===== src/rtl/rc4_pkg.sv =====
// Shared types, default sizes and the key-word helper for the RC4 key-scheduling engine.
package rc4_pkg;

    localparam int RC4_ADDR_W       = 8;
    localparam int RC4_KEY_LEN      = 3;
    // Widest key the helper can slice; callers zero-extend into this width.
    localparam int RC4_MAX_KEY_BITS = 256;

    typedef enum logic [3:0] {
        IDLE,
        INIT,
        RD_I,
        WAIT_I,
        CALC_J,
        RD_J,
        WAIT_J,
        WR_I,
        WR_J,
        DONE
    } ksa_state_t;

    // Key words are packed most-significant first; word idx lands in the low bits.
    function automatic logic [RC4_MAX_KEY_BITS-1:0] key_word(
        input logic [RC4_MAX_KEY_BITS-1:0] key,
        input int                          idx,
        input int                          word_w,
        input int                          key_len
    );
        return key >> ((key_len - 1 - idx) * word_w);
    endfunction

endpackage


===== src/rtl/rc4_ksa_engine_if.sv =====
// Controller-side and RAM-side signals of the RC4 key-scheduling engine.
//
// Handshake: start is sampled only while busy=0; the edge that samples it
// latches secret_key and do_init and raises busy on the next cycle. The run
// ends with a single-cycle finish pulse (busy still 1), after which busy
// drops. abort cancels a run without a finish pulse. RAM reads return q
// READ_LAT cycles after the address cycle; write_enable marks write cycles.
interface rc4_ksa_engine_if
    import rc4_pkg::*;
#(
    parameter int ADDR_W  = RC4_ADDR_W,
    parameter int KEY_LEN = RC4_KEY_LEN
);
    logic                        start;
    logic                        do_init;
    logic                        abort;
    logic [KEY_LEN*ADDR_W-1:0]   secret_key;
    logic [ADDR_W-1:0]           q;
    logic [ADDR_W-1:0]           memory_address;
    logic [ADDR_W-1:0]           data;
    logic                        write_enable;
    logic                        busy;
    logic                        finish;
    ksa_state_t                  dbg_state;

    modport slave (
        input  start, do_init, abort, secret_key, q,
        output memory_address, data, write_enable, busy, finish, dbg_state
    );

    modport master (
        output start, do_init, abort, secret_key, q,
        input  memory_address, data, write_enable, busy, finish, dbg_state
    );
endinterface


===== src/rtl/ksa_key_sel.sv =====
// Selects key[i mod KEY_LEN] using an index counter that wraps at KEY_LEN.
module ksa_key_sel
    import rc4_pkg::*;
#(
    parameter int ADDR_W  = RC4_ADDR_W,
    parameter int KEY_LEN = RC4_KEY_LEN
) (
    input  logic                      clk,
    input  logic                      reset,
    input  logic                      clear_i,
    input  logic                      advance_i,
    input  logic [KEY_LEN*ADDR_W-1:0] key_i,
    output logic [ADDR_W-1:0]         word_o
);
    localparam int               IDX_W    = (KEY_LEN > 1) ? $clog2(KEY_LEN) : 1;
    localparam logic [IDX_W-1:0] IDX_LAST = IDX_W'(KEY_LEN - 1);

    logic [IDX_W-1:0] idx_q, idx_d;

    // Next key index: cleared at run start, stepped with i, wrapping at KEY_LEN.
    always_comb begin
        idx_d = idx_q;
        if (clear_i) begin
            idx_d = '0;
        end else if (advance_i) begin
            idx_d = (idx_q == IDX_LAST) ? '0 : idx_q + 1'b1;
        end
    end

    // Index register.
    always_ff @(posedge clk or negedge reset) begin
        if (!reset) begin
            idx_q <= '0;
        end else begin
            idx_q <= idx_d;
        end
    end

    assign word_o = ADDR_W'(key_word(RC4_MAX_KEY_BITS'(key_i), int'(idx_q), ADDR_W, KEY_LEN));

endmodule


===== src/rtl/rc4_ksa_engine.sv =====
// RC4 key scheduling over an external single-port S-array RAM, with an
// optional identity-init pass and a configurable RAM read latency.
module rc4_ksa_engine
    import rc4_pkg::*;
#(
    parameter int ADDR_W   = RC4_ADDR_W,
    parameter int KEY_LEN  = RC4_KEY_LEN,
    parameter int READ_LAT = 1
) (
    input logic              clk,
    input logic              reset,
    rc4_ksa_engine_if.slave  bus
);
    localparam int                WCNT_W    = (READ_LAT > 1) ? $clog2(READ_LAT) : 1;
    localparam logic [WCNT_W-1:0] WAIT_LAST = WCNT_W'(READ_LAT - 1);

    ksa_state_t                state_q, state_d;
    logic [ADDR_W-1:0]         i_q, i_d;
    logic [ADDR_W-1:0]         j_q, j_d;
    logic [ADDR_W-1:0]         si_q, si_d;
    logic [ADDR_W-1:0]         sj_q, sj_d;
    logic [WCNT_W-1:0]         wait_q, wait_d;
    logic [KEY_LEN*ADDR_W-1:0] key_q, key_d;
    logic [ADDR_W-1:0]         key_w;
    logic [ADDR_W-1:0]         addr_o, data_o;
    logic                      we_o;

    ksa_key_sel #(.ADDR_W(ADDR_W), .KEY_LEN(KEY_LEN)) u_key_sel (
        .clk       (clk),
        .reset     (reset),
        .clear_i   (state_q == IDLE && bus.start),
        .advance_i (state_q == WR_J),
        .key_i     (key_q),
        .word_o    (key_w)
    );

    // Next state and datapath updates; abort overrides everything outside IDLE.
    always_comb begin
        state_d = state_q;
        i_d     = i_q;
        j_d     = j_q;
        si_d    = si_q;
        sj_d    = sj_q;
        wait_d  = wait_q;
        key_d   = key_q;
        case (state_q)
            IDLE: begin
                if (bus.start) begin
                    key_d   = bus.secret_key;
                    i_d     = '0;
                    j_d     = '0;
                    wait_d  = '0;
                    state_d = bus.do_init ? INIT : RD_I;
                end
            end
            INIT: begin
                if (i_q == '1) begin
                    i_d     = '0;
                    state_d = RD_I;
                end else begin
                    i_d = i_q + 1'b1;
                end
            end
            RD_I: begin
                wait_d  = '0;
                state_d = WAIT_I;
            end
            WAIT_I: begin
                if (wait_q == WAIT_LAST) begin
                    si_d    = bus.q;
                    wait_d  = '0;
                    state_d = CALC_J;
                end else begin
                    wait_d = wait_q + 1'b1;
                end
            end
            CALC_J: begin
                j_d     = j_q + si_q + key_w;
                state_d = RD_J;
            end
            RD_J: begin
                wait_d  = '0;
                state_d = WAIT_J;
            end
            WAIT_J: begin
                if (wait_q == WAIT_LAST) begin
                    sj_d    = bus.q;
                    wait_d  = '0;
                    state_d = WR_I;
                end else begin
                    wait_d = wait_q + 1'b1;
                end
            end
            WR_I: state_d = WR_J;
            WR_J: begin
                if (i_q == '1) begin
                    state_d = DONE;
                end else begin
                    i_d     = i_q + 1'b1;
                    state_d = RD_I;
                end
            end
            DONE:    state_d = IDLE;
            default: state_d = IDLE;
        endcase
        if (state_q != IDLE && bus.abort) begin
            state_d = IDLE;
        end
    end

    // State and datapath registers.
    always_ff @(posedge clk or negedge reset) begin
        if (!reset) begin
            state_q <= IDLE;
            i_q     <= '0;
            j_q     <= '0;
            si_q    <= '0;
            sj_q    <= '0;
            wait_q  <= '0;
            key_q   <= '0;
        end else begin
            state_q <= state_d;
            i_q     <= i_d;
            j_q     <= j_d;
            si_q    <= si_d;
            sj_q    <= sj_d;
            wait_q  <= wait_d;
            key_q   <= key_d;
        end
    end

    // RAM port decode from registered state only; the address is held through each wait.
    always_comb begin
        addr_o = '0;
        data_o = '0;
        we_o   = 1'b0;
        case (state_q)
            INIT: begin
                addr_o = i_q;
                data_o = i_q;
                we_o   = 1'b1;
            end
            RD_I, WAIT_I: addr_o = i_q;
            RD_J, WAIT_J: addr_o = j_q;
            WR_I: begin
                addr_o = i_q;
                data_o = sj_q;
                we_o   = 1'b1;
            end
            WR_J: begin
                addr_o = j_q;
                data_o = si_q;
                we_o   = 1'b1;
            end
            default: ;
        endcase
    end

    assign bus.memory_address = addr_o;
    assign bus.data           = data_o;
    assign bus.write_enable   = we_o;
    assign bus.busy           = (state_q != IDLE);
    assign bus.finish         = (state_q == DONE);
    assign bus.dbg_state      = state_q;

endmodule


===== src/flat_wrapper.sv =====
// flat-port wrapper written by rule: the top's interface ports become plain ports
module rc4_ksa_engine_flat import rc4_pkg::*;
#(
    parameter int ADDR_W   = RC4_ADDR_W,
    parameter int KEY_LEN  = RC4_KEY_LEN,
    parameter int READ_LAT = 1
)
  (clk, reset, bus_start, bus_do_init, bus_abort, bus_secret_key, bus_q, bus_memory_address, bus_data, bus_write_enable, bus_busy, bus_finish, bus_dbg_state);
  rc4_ksa_engine_if #(.ADDR_W(ADDR_W), .KEY_LEN(KEY_LEN)) bus_i ();
  input logic clk;
  input logic reset;
  input wire logic [$bits(bus_i.start)-1:0] bus_start;
  input wire logic [$bits(bus_i.do_init)-1:0] bus_do_init;
  input wire logic [$bits(bus_i.abort)-1:0] bus_abort;
  input wire logic [$bits(bus_i.secret_key)-1:0] bus_secret_key;
  input wire logic [$bits(bus_i.q)-1:0] bus_q;
  output wire logic [$bits(bus_i.memory_address)-1:0] bus_memory_address;
  output wire logic [$bits(bus_i.data)-1:0] bus_data;
  output wire logic [$bits(bus_i.write_enable)-1:0] bus_write_enable;
  output wire logic [$bits(bus_i.busy)-1:0] bus_busy;
  output wire logic [$bits(bus_i.finish)-1:0] bus_finish;
  output wire logic [$bits(bus_i.dbg_state)-1:0] bus_dbg_state;
  assign bus_i.start = bus_start;
  assign bus_i.do_init = bus_do_init;
  assign bus_i.abort = bus_abort;
  assign bus_i.secret_key = bus_secret_key;
  assign bus_i.q = bus_q;
  assign bus_memory_address = bus_i.memory_address;
  assign bus_data = bus_i.data;
  assign bus_write_enable = bus_i.write_enable;
  assign bus_busy = bus_i.busy;
  assign bus_finish = bus_i.finish;
  assign bus_dbg_state = bus_i.dbg_state;
  rc4_ksa_engine #(.ADDR_W(ADDR_W), .KEY_LEN(KEY_LEN), .READ_LAT(READ_LAT)) u_core (.clk(clk), .reset(reset), .bus(bus_i));
endmodule

===== config.mk =====
export PLATFORM = sky130hd
export DESIGN_NAME = rc4_ksa_engine_flat
export DESIGN_NICKNAME = d
export VERILOG_FILES = /design/src/rtl/rc4_pkg.sv /design/src/rtl/rc4_ksa_engine_if.sv /design/src/rtl/ksa_key_sel.sv /design/src/rtl/rc4_ksa_engine.sv /design/src/flat_wrapper.sv
export SDC_FILE = /design/constraint.sdc
export NUM_CORES = 1
export LEC_CHECK = 0
export ABC_AREA = 1
export CORE_UTILIZATION = 54
export CTS_CLUSTER_DIAMETER = 120
export CTS_CLUSTER_SIZE = 10
export DETAILED_ROUTE_END_ITERATION = 8
export PLACE_DENSITY = 0.93
export SETUP_SLACK_MARGIN = 0.3
export SYNTH_ARGS = -nofsm -noshare
export SYNTH_HDL_FRONTEND = slang
export SYNTH_SLANG_ARGS = --single-unit
export TNS_END_PERCENT = 5

===== constraint.sdc =====
create_clock -name clk -period 3.9 [get_ports clk]
set_input_delay 0.975 -clock clk [delete_from_list [all_inputs] [get_ports clk]]
set_output_delay 0.975 -clock clk [all_outputs]
set_load 0.05 [all_outputs]

Yosys cells after proc, flatten, opt, wreduce, memory -nomap -nowiden
Cells that the tools add are included.

word-level totals
  output and inout bits = 23
  bits in registers = 63
  input bits = 37
  word-level logic and storage cells = 75

operators by class
  reductions and logical operators = 20
  muxes and demuxes = 22
  shift-type cells = 1
  bitwise logic cells = 1
  equality and inequality tests = 17
  add/subtract/negate cells = 6

operators by type and width
  cell                                                                   count
  8-bit one-hot mux with 3 select lines                                  2
  4-bit one-hot mux with 9 select lines                                  1
  8-bit one-hot mux with 2 select lines                                  2
  24-bit by 32-bit right shift with 8-bit output                         1
  4-bit two-way mux                                                      6
  8-bit two-way mux                                                      3
  8-bit adder                                                            2
  4-bit by 3-bit equality test with 1-bit output, second input constant  4
  2-bit AND reduction                                                    5
  3-bit inequality test, second input constant                           3
  8-bit by 1-bit adder with 8-bit output, second input constant          1
  4-bit by 2-bit equality test with 1-bit output, second input constant  2
  4-bit equality test, second input constant                             2
  8-bit equality test, second input constant                             1
  2-bit two-way mux                                                      4
  3-bit nonzero test                                                     2
  3-bit OR reduction                                                     2
  4-bit by 1-bit equality test with 1-bit output, second input constant  1
  4-bit logical NOT                                                      1
  2-bit inequality test, second input constant                           2
  4-bit AND reduction                                                    1
  2-bit nonzero test                                                     2
  4-bit nonzero test                                                     1
  2-bit OR reduction                                                     2
  11 further kinds                                                       14

Longest topological paths before layout
Gate-level depths: netlist of run 1.

  word-level depth = 4
  mapped depth = 18
  mapped depth without buffers = 15

Hierarchy
From an unflattened synthesis of run 1, not the netlist that was laid out.

second synthesis, totals
  cells, all modules = 509
  area, all modules = 3774.9 µm²

by module, submodules not included
  module          seq. area each (µm²)  area an instance (µm²)  cells each  instances
  rc4_ksa_engine  1501.4                3305.7                  419         1
  ksa_key_sel     50.0                  469.2                   90          1

Least setup slack after synthesis of run 1
Ideal clock, no wire load.

  path kind = flip-flop to flip-flop
  start = register u_core.u_key_sel.idx_q[0]
  end = register u_core.j_q[7]
  path slack = 0.618 ns
  arrival = 3.164 ns
  stages on the path, launching flop included = 19
  required time = 3.783 ns
  path buffers = 3
  period minus slack after synthesis = 3.282 ns
  setup time = 0.117 ns
  path through = dfrtp_1 -> buf_2 -> clkinv_1 -> buf_2 -> ha_1 -> buf_2 -> inv_1 -> a21oi_1 -> a211oi_1 -> fa_1 -> ha_1 -> inv_1 -> fa_1 -> inv_1 -> nand4_1 -> nand3_1 -> nand3_1 -> nand3_1 -> nand2_1

on the way
  cells in the longest elaborated chain, start to end = 4

ends and longest elaborated chain
  element                                         RTL line               source
  from (decl)                                     ksa_key_sel.sv:18      logic [IDX_W-1:0] idx_q, idx_d;
  from (signal assigned)                          ksa_key_sel.sv:35      idx_q <= idx_d;
  2-bit by 2-bit subtractor with 3-bit output     rc4_pkg.sv:29          return key >> ((key_len - 1 - idx) * word_w);
  24-bit by 32-bit right shift with 8-bit output  rc4_pkg.sv:29
  8-bit adder                                     rc4_ksa_engine.sv:78   j_d = j_q + si_q + key_w;
  8-bit one-hot mux with 2 select lines           rc4_ksa_engine.sv:46   case (state_q)
  to (signal assigned)                            rc4_ksa_engine.sv:124  j_q <= j_d;
  to (decl)                                       rc4_ksa_engine.sv:19   logic [ADDR_W-1:0] j_q, j_d;

No other way between the ends.
A chain may end at the register's enable or synchronous reset.

Worst setup path in the final report of run 1
  start = register u_core.state_q[2], in the netlist u_core.bus.dbg_state[2]
  end = output bus_data[3]

on the way
  cells in the longest elaborated chain, start to end = 2
  elaborated cells between the ends (all ways) = 4
  those cells by class = eq/ne: 3; mux: 1

ends and longest elaborated chain
  element                                      RTL line               source
  from (decl)                                  rc4_ksa_engine.sv:17   ksa_state_t state_q, state_d;
  from (signal assigned)                       rc4_ksa_engine.sv:122  state_q <= state_d;
  4-bit equality test (tied with other cells)  rc4_ksa_engine.sv:137  case (state_q)
  8-bit one-hot mux with 3 select lines *      rc4_ksa_engine.sv:137
  to (decl)                                    flat_wrapper.sv:18     output wire logic [$bits(bus_i.data)-1:0] bus_data;

Every way passes the cells marked *; elsewhere a longest branch is shown, timed or not.

==> impl_metrics.toml, run 1 <==
[clock_network]
cts_buffers = 9
cts_root_buf = "clkbuf_8"
clk_latency_ns = 0.35
post_cts_buffers = 0
h-tree-depth = 3
holdBufCountCts = 0
clkSinkCount = 62
cts_tree = "built"
ctsLongestPathBuffers = 2
clkTransAtPathRegs_ns = 0.07

[routing]
wl_per_cell_um = 15.71
via_count = 3552
drtIter0Drc = 333
drtAntennaViolNets = 0
dr.pass1.iters = 8
drt-vias-per-instance = 5.665
totalWireLength_mm = 9.850
drc_errors = 0

[logic_synthesis]
syn_area_per_cell_um2 = 7.623
ys_seq_area_share_pct = 41.88
synthArstFlopShare_pct = 100.0
netlist_instances = 486
syn_nets = 541
yosysUniqueCellTypes = 35
synth_area_mm2 = 0.003705
yosys_warnings = 0
synth-edff-count = 0
ys.flop_type = "dfrtp_1"
synth_seq_cells = 62

[global_routing]
use_met1_pct = 38.15
grt_pass1_wl_mm = 16.13
globalRouteOverflowTotal = 0
grt_pass1_vias = 3415
grt_usage_pct = 28.73
grt_max_degree = 39
grt_busiest_layer = "met2"
use_met3_pct = 6.809
met2_usage_pct = 47.01
antenna_found_initial = 0

[sta]
rsz0062_at_grt = "true"
finalSetupViolCount = 0
fmax_mhz = 277.0
min_period_ns = 3.610
skew_ns = 0.006919
period_share_pct = 92.55
final-hold-violation-count = 0
final.setup.tns_ns = 0
drv_slew = 0
tightest_slew_ns = 0.6710
timing.final.ws_setup_ns = 0.2904
relSlewSlack_pct = 55.26

[setup_path]
reg2regPathDepth = 15
worstPathRequired_ns = 2.92
r2r_end = "u_core.j_q[7]"
end_kind = "output pin"
cp.arrival_ns = 2.63
start_kind = "register"
r2r_start = "u_core.u_key_sel.idx_q[0]"
r2r_slack_ns = 0.43
crit_type = "reg -> out"
critPathMaxFanout = 11

[finish]
nets = 600
final_cell_mix = "nand2_1 (187), dfrtp_1 (62), inv_1 (53), clkdlybuf4s50_1 (48), o21ai_0 (27)"
fin_area_mm2 = 0.004519
layout_commonest_cell = "nand2_1"
nFillCells = 469
final_util_pct = 69.58
diodes = 0
syn2layout_area_growth_pct = 21.99
drive_gt1_share_pct = 8.909

[floorplan]
ios = 60
dieArea_mm2 = 0.007196
rows = 29
die_x_um = 84.83
fp.coreArea_mm2 = 0.006495
die_h_um = 84.83
start_util_pct = 57.04

[place]
numPortBuffers = 59
gp_congestion = 0.9445
dp_slack_ns = 0.5293
hpwlAfterDp_mm = 7.136
dpl_cell_area_mm2 = 0.004312

[power_and_ir_drop]
p_per_area_mw_per_mm2 = 824.2
peakVddDrop_mv = 0.3636
p_leak_nw = 2.292

[min_path]
hold_end = "u_core.key_q[12]"
hold_start = "u_core.key_q[12]"
min_path_cells = 2
min_path_type = "reg -> reg"

[outcome]
status = "completed"

[job]
drv_cap = 0
[critical path: stages, from the launching register on]
cell and delay, ns:
dfrtp_1 0.46, inv_1 0.10, nor2_1 0.28, inv_1 0.10, nor2_1 0.12, buf_4 0.20, nand2_1 0.08, o211ai_1 0.09
clkdlybuf4s50_1 0.84
[registers in the layout (all words and copies together), names as in the netlist]
name,cells
u_core.key_q,24
u_core.i_q,8
u_core.j_q,8
u_core.si_q,8
u_core.sj_q,8
u_core.bus.dbg_state,4
u_core.u_key_sel.idx_q,2
[synth_stat cells, types with 8 or more instances]
cell type  number  area, µm²
nor2_1         17      63.81
nand2_1       187      701.9
a21oi_1        21      105.1
dfrtp_1        62       1551
nand3_1        17      85.08
a211oi_1        8      60.06
inv_1          53      198.9
fa_1            8      160.2
ha_1           10      125.1
o22ai_1        11      68.82
o21ai_0        27      135.1
o211ai_1        8      60.06
[worst max-delay path by stage]
| stage | end | slack, ns | cells after the start | startpoint |
|---|---|---|---|---|
| after floorplan | u_core.j_q[7] | 0.62 | 18 | u_core.u_key_sel.idx_q[0] |
| after global placement | u_core.j_q[7] | 0.73 | 15 | u_core.u_key_sel.idx_q[0] |
| after detailed placement | u_core.j_q[7] | 0.53 | 15 | u_core.u_key_sel.idx_q[0] |
| after CTS | bus_data[1] | 0.29 | 8 | u_core.bus.dbg_state[2] |
| after global routing | bus_data[3] | 0.12 | 8 | u_core.bus.dbg_state[2] |
| final | bus_data[3] | 0.29 | 8 | u_core.bus.dbg_state[2] |
[power breakdown]
group | leakage [nW] | total, W | internal (W) | switching, W
clock network | 0.103 | 0.000597 | 0.000317 | 0.000280
registers | 0.790 | 0.00115 | 0.000901 | 0.000244
logic | 1.40 | 0.00198 | 0.000684 | 0.00130
[layer usage]
layer	part of all wire, %	wire length [µm]
met5	0	0
met4	2.1	203
met3	8.5	834
met2	48	4748
met1	41	4064
[repair_timing]
action / in CTS / in global routing
resized for setup: 1 / 1
setup endpoints to repair: 3 / 10
pin swaps: 0 / 0
[through the flow]
step	power (W)	hold slack (ns)	instances
detailed placement	0.003083	0.4668	611
finish	0.003725	0.4875	627
global placement	0.003003	0.4691	611
CTS	0.003688	0.4849	627
global route	0.004000	0.5018	627
floorplan	0.002552	0.4487	486
[layout make-up]
cell class	instances	area, µm²	area share, %
Inverter	59	224.0	4.956
Timing Repair Buffer	62	589.3	13.04
Tap cell	77	96.34	2.132
Sequential cell	62	1551	34.33
Multi-Input combinational cell	351	1852	40.97
Clock buffer	10	137.6	3.045
Clock inverter	6	68.82	1.523
[cells by family after synthesis]
kind of cell,Yosys count,share of synthesized area (%)
XOR/XNOR,4,0.9455
AO/OA/AOI/OAI,85,13.81
AND/OR/NAND/NOR,244,27.52
adder cells (fa/ha/maj),18,7.700
flip-flops,62,41.88
buffers and inverters,73,8.139
No activity file was read; power rests on OpenSTA's default activity.
==> run 2, diff against run 1 <==
--- a/config.mk
+++ b/config.mk
@@ -10,7 +10,7 @@
 export CTS_CLUSTER_DIAMETER = 120
 export CTS_CLUSTER_SIZE = 10
 export DETAILED_ROUTE_END_ITERATION = 8
-export PLACE_DENSITY = 0.93
+export PLACE_DENSITY = 0.92
 export SETUP_SLACK_MARGIN = 0.3
 export SYNTH_ARGS = -nofsm -noshare
 export SYNTH_HDL_FRONTEND = slang
==> run 2 against run 1 <==
  * Final cell count did not move
  * First-iteration DRC count fell by 3.3%
  * Clock power fell by 8.5%
  * Critical path depth did not move
  * Sequential cell count did not move
  * Global-route usage rose by 1.5 points
  * Worst setup slack improved by 0.015 ns
  * Combinational power barely moved
  * Die area did not move
  * Design area fell by 0.19%
  * Critical path type unchanged
  * Highest routed layer unchanged
==> impl_metrics.toml, run 2 (synthesized netlist as in run 1, its figures left out) <==
[outcome]
status = "completed"

[clock_network]
post_cts_buffers = 0
cts_buffers = 9
holdBufCountCts = 0
clkSinkCount = 62
clk_latency_ns = 0.35
cts_root_buf = "clkbuf_8"
cts_resized = 0
cts_tree = "built"
h-tree-depth = 3
clkTransAtPathRegs_ns = 0.07
ctsLongestPathBuffers = 2

[setup_path]
critPathMaxFanout = 11
path_cells = "inv_1 > nor2_1 > inv_1 > nor2_1 > buf_4 > nand2_1 > o211ai_1 > clkdlybuf4s50_1"
cp.arrival_ns = 2.62
crit_type = "reg -> out"
end_kind = "output pin"
slowest_delay_ns = 0.85
crit_family = "buffers and inverters"
worstPathRequired_ns = 2.92
crit_slowest_cell = "clkdlybuf4s50_1"
cp_num_buf_inv = 4
start_kind = "register"

[finish]
nets = 600
fin_area_mm2 = 0.004511
seq_area_mm2 = 0.001553
diodes = 0
final_cell_mix = "nand2_1 (187), dfrtp_1 (61), inv_1 (53), clkdlybuf4s50_1 (49), o21ai_0 (27)"
regMostFlops = "u_core.key_q"
final_util_pct = 69.45
layout_commonest_cell = "nand2_1"
drive_gt1_share_pct = 9.091
largest_reg_flops = 24
nFillCells = 508
multi_input_area_mm2 = 0.001852
syn2layout_area_growth_pct = 21.75

[sta]
fmax_mhz = 278.2
final-hold-violation-count = 0
skew_ns = 0.01008
rsz0062_at_grt = "true"
min_period_ns = 3.595
finalSetupViolCount = 0
tightest_slew_ns = 0.8715
relSlewSlack_pct = 41.90
hold_slack_ns = 0.4926
period_share_pct = 92.17
final.setup.tns_ns = 0
drv_slew = 0

[global_routing]
grt_max_degree = 40
grt_pass1_wl_mm = 16.86
grt_pass1_vias = 3619
antenna_found_initial = 0
grt_usage_pct = 30.20
globalRouteOverflowTotal = 0

[floorplan]
die_x_um = 84.83
ios = 60
start_util_pct = 57.04
fp.coreArea_mm2 = 0.006495
rows = 29
die_h_um = 84.83
dieArea_mm2 = 0.007196

[routing]
drt-vias-per-instance = 5.593
totalWireLength_mm = 9.785
drtAntennaViolNets = 0
wl_per_cell_um = 15.61
via_count = 3507
drtIter0Drc = 322
dr.pass1.iters = 5
drc_errors = 0

[power_and_ir_drop]
peakVddDrop_mv = 0.4229
p_leak_nw = 2.269
p_per_area_mw_per_mm2 = 812.3

[job]
drv_cap = 0

[place]
dpl_cell_area_mm2 = 0.004312
gp_congestion = 0.9253
numPortBuffers = 59
hpwlAfterDp_mm = 7.269

[min_path]
min_path_type = "reg -> reg"
run 2: cell types whose count changed in the layout (fill, tap and decap cells not counted), sizes merged:
cell | before | now
clkinvlp | 1 | 4
clkbuf | 10 | 12
clkinv | 4 | 2
inv | 59 | 57
bufinv | 1 | 0
clkdlybuf4s50 | 48 | 49
dlygate4sd2 | 1 | 0
run 2: area by class of cell:
cell class | instances | share of cell area (%)
clock inverter | 4 | 0.6657
clock buffer | 12 | 3.662
tap | 77 | 2.136
multi-input combinational | 351 | 41.05
sequential | 62 | 34.42
timing repair buffer | 62 | 13.09
inverter | 59 | 4.965
run 2: worst paths after layout:
kind                                            to  cells after the start                      start  slack (ns)
max                                    bus_data[2]                      8    u_core.bus.dbg_state[2]        0.31
max in group asynchronous  u_core.bus.dbg_state[2]                      2                      reset        2.29
min reg2reg                       u_core.key_q[21]                      2           u_core.key_q[21]        0.49
min in group asynchronous           u_core.si_q[0]                      1                      reset        0.75
max reg2reg                          u_core.j_q[7]                     15  u_core.u_key_sel.idx_q[0]        0.58
min                               u_core.key_q[21]                      2           u_core.key_q[21]        0.49
run 2: metrics by stage:
stage / std cells / setup slack (ns) / power, W
after floorplan: 486 / 0.6185 / 0.002552
after global placement: 611 / 0.7165 / 0.003007
after detailed placement: 611 / 0.5141 / 0.003082
after CTS: 627 / 0.3286 / 0.003644
after global routing: 627 / 0.1925 / 0.003977
final: 627 / 0.3053 / 0.003664
run 2: tightest hold or removal path, stage by stage (launching register included):
cell and delay, ns:
dfrtp_1 0.35, nand2_1 0.05, nand2_1 0.06
run 2: report_power, final:
| group | switching [W] | total [W] | internal [W] |
|---|---|---|---|
| combinational | 0.00129 | 0.00197 | 0.000682 |
| clock | 0.000263 | 0.000546 | 0.000282 |
| sequential | 0.000246 | 0.00115 | 0.000902 |
| total | 0.00180 | 0.00366 | 0.00187 |
run 2: per-layer routing:
metal  up-vias  GRT usage (%)  part of all wire [%]
met2       149          51.15                    49
met4         0          10.94                   1.8
met3        20          6.615                   6.3
met5         -              0                     0
met1      1660          38.40                    42
li1       1678              -                     -
==> run 3, diff against run 2 <==
--- a/config.mk
+++ b/config.mk
@@ -11,6 +11,7 @@
 export CTS_CLUSTER_SIZE = 10
 export DETAILED_ROUTE_END_ITERATION = 8
 export PLACE_DENSITY = 0.92
+export RECOVER_POWER = 25
 export SETUP_SLACK_MARGIN = 0.3
 export SYNTH_ARGS = -nofsm -noshare
 export SYNTH_HDL_FRONTEND = slang
==> run 3 against run 2 <==
  * Design area is essentially flat
  * Die area unchanged
  * Clock-buffer cell count unchanged
  * Register-to-register slack lost 0.03 ns
  * The run now ends with max-capacitance violations, max-slew violations left
  * Highest routed layer unchanged
==> impl_metrics.toml, run 3 (synthesized netlist as in run 1, its figures left out) <==
[floorplan]
fp.coreArea_mm2 = 0.006495
dieArea_mm2 = 0.007196
start_util_pct = 57.04
die_h_um = 84.83
die_x_um = 84.83
ios = 60
rows = 29

[clock_network]
ctsLongestPathBuffers = 2
h-tree-depth = 3
clkTransAtPathRegs_ns = 0.07
post_cts_buffers = 0
clkSinkCount = 62
cts_root_buf = "clkbuf_8"
cts_tree = "built"
clk_latency_ns = 0.35
cts_buffers = 9

[outcome]
failed_checks = "max-capacitance violations, max-slew violations"
status = "finished with violations"

[routing]
drc_errors = 0
via_count = 3525
wl_per_cell_um = 15.66
drtIter0Drc = 292
drt-vias-per-instance = 5.622
dr.pass1.iters = 5
totalWireLength_mm = 9.818
drtAntennaViolNets = 0

[global_routing]
grt_pass1_vias = 3619
grt_pass1_wl_mm = 16.86
grt_max_degree = 40
grt_usage_pct = 30.20
antenna_found_initial = 0
globalRouteOverflowTotal = 0

[sta]
drv_slew = 40
finalSetupViolCount = 0
rsz0062_at_grt = "true"
tightest_slew_ns = 2.079
fmax_mhz = 278.0
final-hold-violation-count = 0
timing.final.ws_setup_ns = 0.3028
min_period_ns = 3.597
hold_slack_ns = 0.4916
final.setup.tns_ns = 0
skew_ns = 0.006786
relSlewSlack_pct = -38.63
period_share_pct = 92.24

[finish]
diodes = 0
drive_gt1_share_pct = 8.909
final_cell_mix = "nand2_1 (187), dfrtp_1 (61), inv_1 (53), clkdlybuf4s50_1 (49), o21ai_0 (27)"
seq_area_mm2 = 0.001553
regMostFlops = "u_core.key_q"
largest_reg_flops = 24
syn2layout_area_growth_pct = 21.72
final_util_pct = 69.43
multi_input_area_mm2 = 0.001852
layout_commonest_cell = "nand2_1"
nets = 600
nFillCells = 509

[power_and_ir_drop]
p_sw_w = 0.001800
p_per_area_mw_per_mm2 = 812.7
combPwrFrac_pct = 53.7
p_int_w = 0.001865
p_seq_share_pct = 31.3
p_leak_nw = 2.266
swShare_pct = 49.10
clockPowerShare_pct = 15.0
peakVddDrop_mv = 0.4215

[setup_path]
cp.arrival_ns = 2.62
slowest_delay_ns = 0.85
start_kind = "register"
cp_num_buf_inv = 4
path_cells = "inv_1 > nor2_1 > inv_1 > nor2_1 > buf_4 > nand2_1 > o211ai_1 > clkdlybuf4s50_1"
end_kind = "output pin"
critPathMaxFanout = 11
crit_type = "reg -> out"
crit_family = "buffers and inverters"
worstPathRequired_ns = 2.92
crit_slowest_cell = "clkdlybuf4s50_1"

[place]
dp_slack_ns = 0.5141
numPortBuffers = 59
hpwlAfterDp_mm = 7.269
gp_congestion = 0.9253

[min_path]
min_path_type = "reg -> reg"

[job]
drv_cap = 1
[run 3: cell types whose count changed in the layout (fill, tap and decap cells not counted), sizes merged]
cell	previous run	this run
buf	12	11
clkbuf	12	13
[run 3: power groups by stage]
stage	clock network, W	logic, W	registers [W]
CTS	0.000553	0.00195	0.00114
global route	0.000578	0.00223	0.00117
finish	0.000550	0.00197	0.00115
floorplan	0	0.00144	0.00111
detailed placement	0	0.00194	0.00115
global placement	0	0.00187	0.00114
[run 3: cell type report]
| class | count | share of cell area [%] |
|---|---|---|
| repair buffers | 62 | 13.07 |
| inverters | 59 | 4.967 |
| well taps | 77 | 2.137 |
| clock buffers | 12 | 3.663 |
| clock inverters | 4 | 0.6659 |
| flip-flops and latches | 62 | 34.43 |
| multi-input cells | 351 | 41.07 |
[run 3: per-layer routing]
metal  vias up  part of all wire (%)  global-route usage, %
li1       1677                     -                      -
met1      1667                    42                  38.40
met2       161                    50                  51.15
met3        20                   6.7                  6.615
met4         0                   1.8                  10.94
met5         -                     0                      0
[run 3: path summary, 6_finish.rpt]
check                                           from                        end  slack [ns]  cells past startpoint
max                          u_core.bus.dbg_state[2]                bus_data[2]        0.30                      8
max in group asynchronous                      reset  u_core.u_key_sel.idx_q[0]        1.34                      1
min in group asynchronous                      reset             u_core.si_q[0]        1.22                      1
max reg2reg                u_core.u_key_sel.idx_q[0]              u_core.j_q[7]        0.55                     15
min reg2reg                         u_core.key_q[21]           u_core.key_q[21]        0.49                      2
min                                 u_core.key_q[21]           u_core.key_q[21]        0.49                      2
[run 3: stage by stage]
step                power [W]  area, µm²  instances
floorplan            0.002552       3705        486
global placement     0.003007       4312        611
detailed placement   0.003082       4312        611
CTS                  0.003644       4507        627
global route         0.003977       4509        627
finish               0.003665       4509        627
[run 3: timing repair]
action	in CTS	in global routing
endpoints found under the setup margin	0	12
gates resized for setup	0	2
hold buffers	0	0
[run 3: worst min-delay path, cell delays in order (launching register included)]
cell and delay [ns]:
dfrtp_1 0.35, nand2_1 0.05, nand2_1 0.06
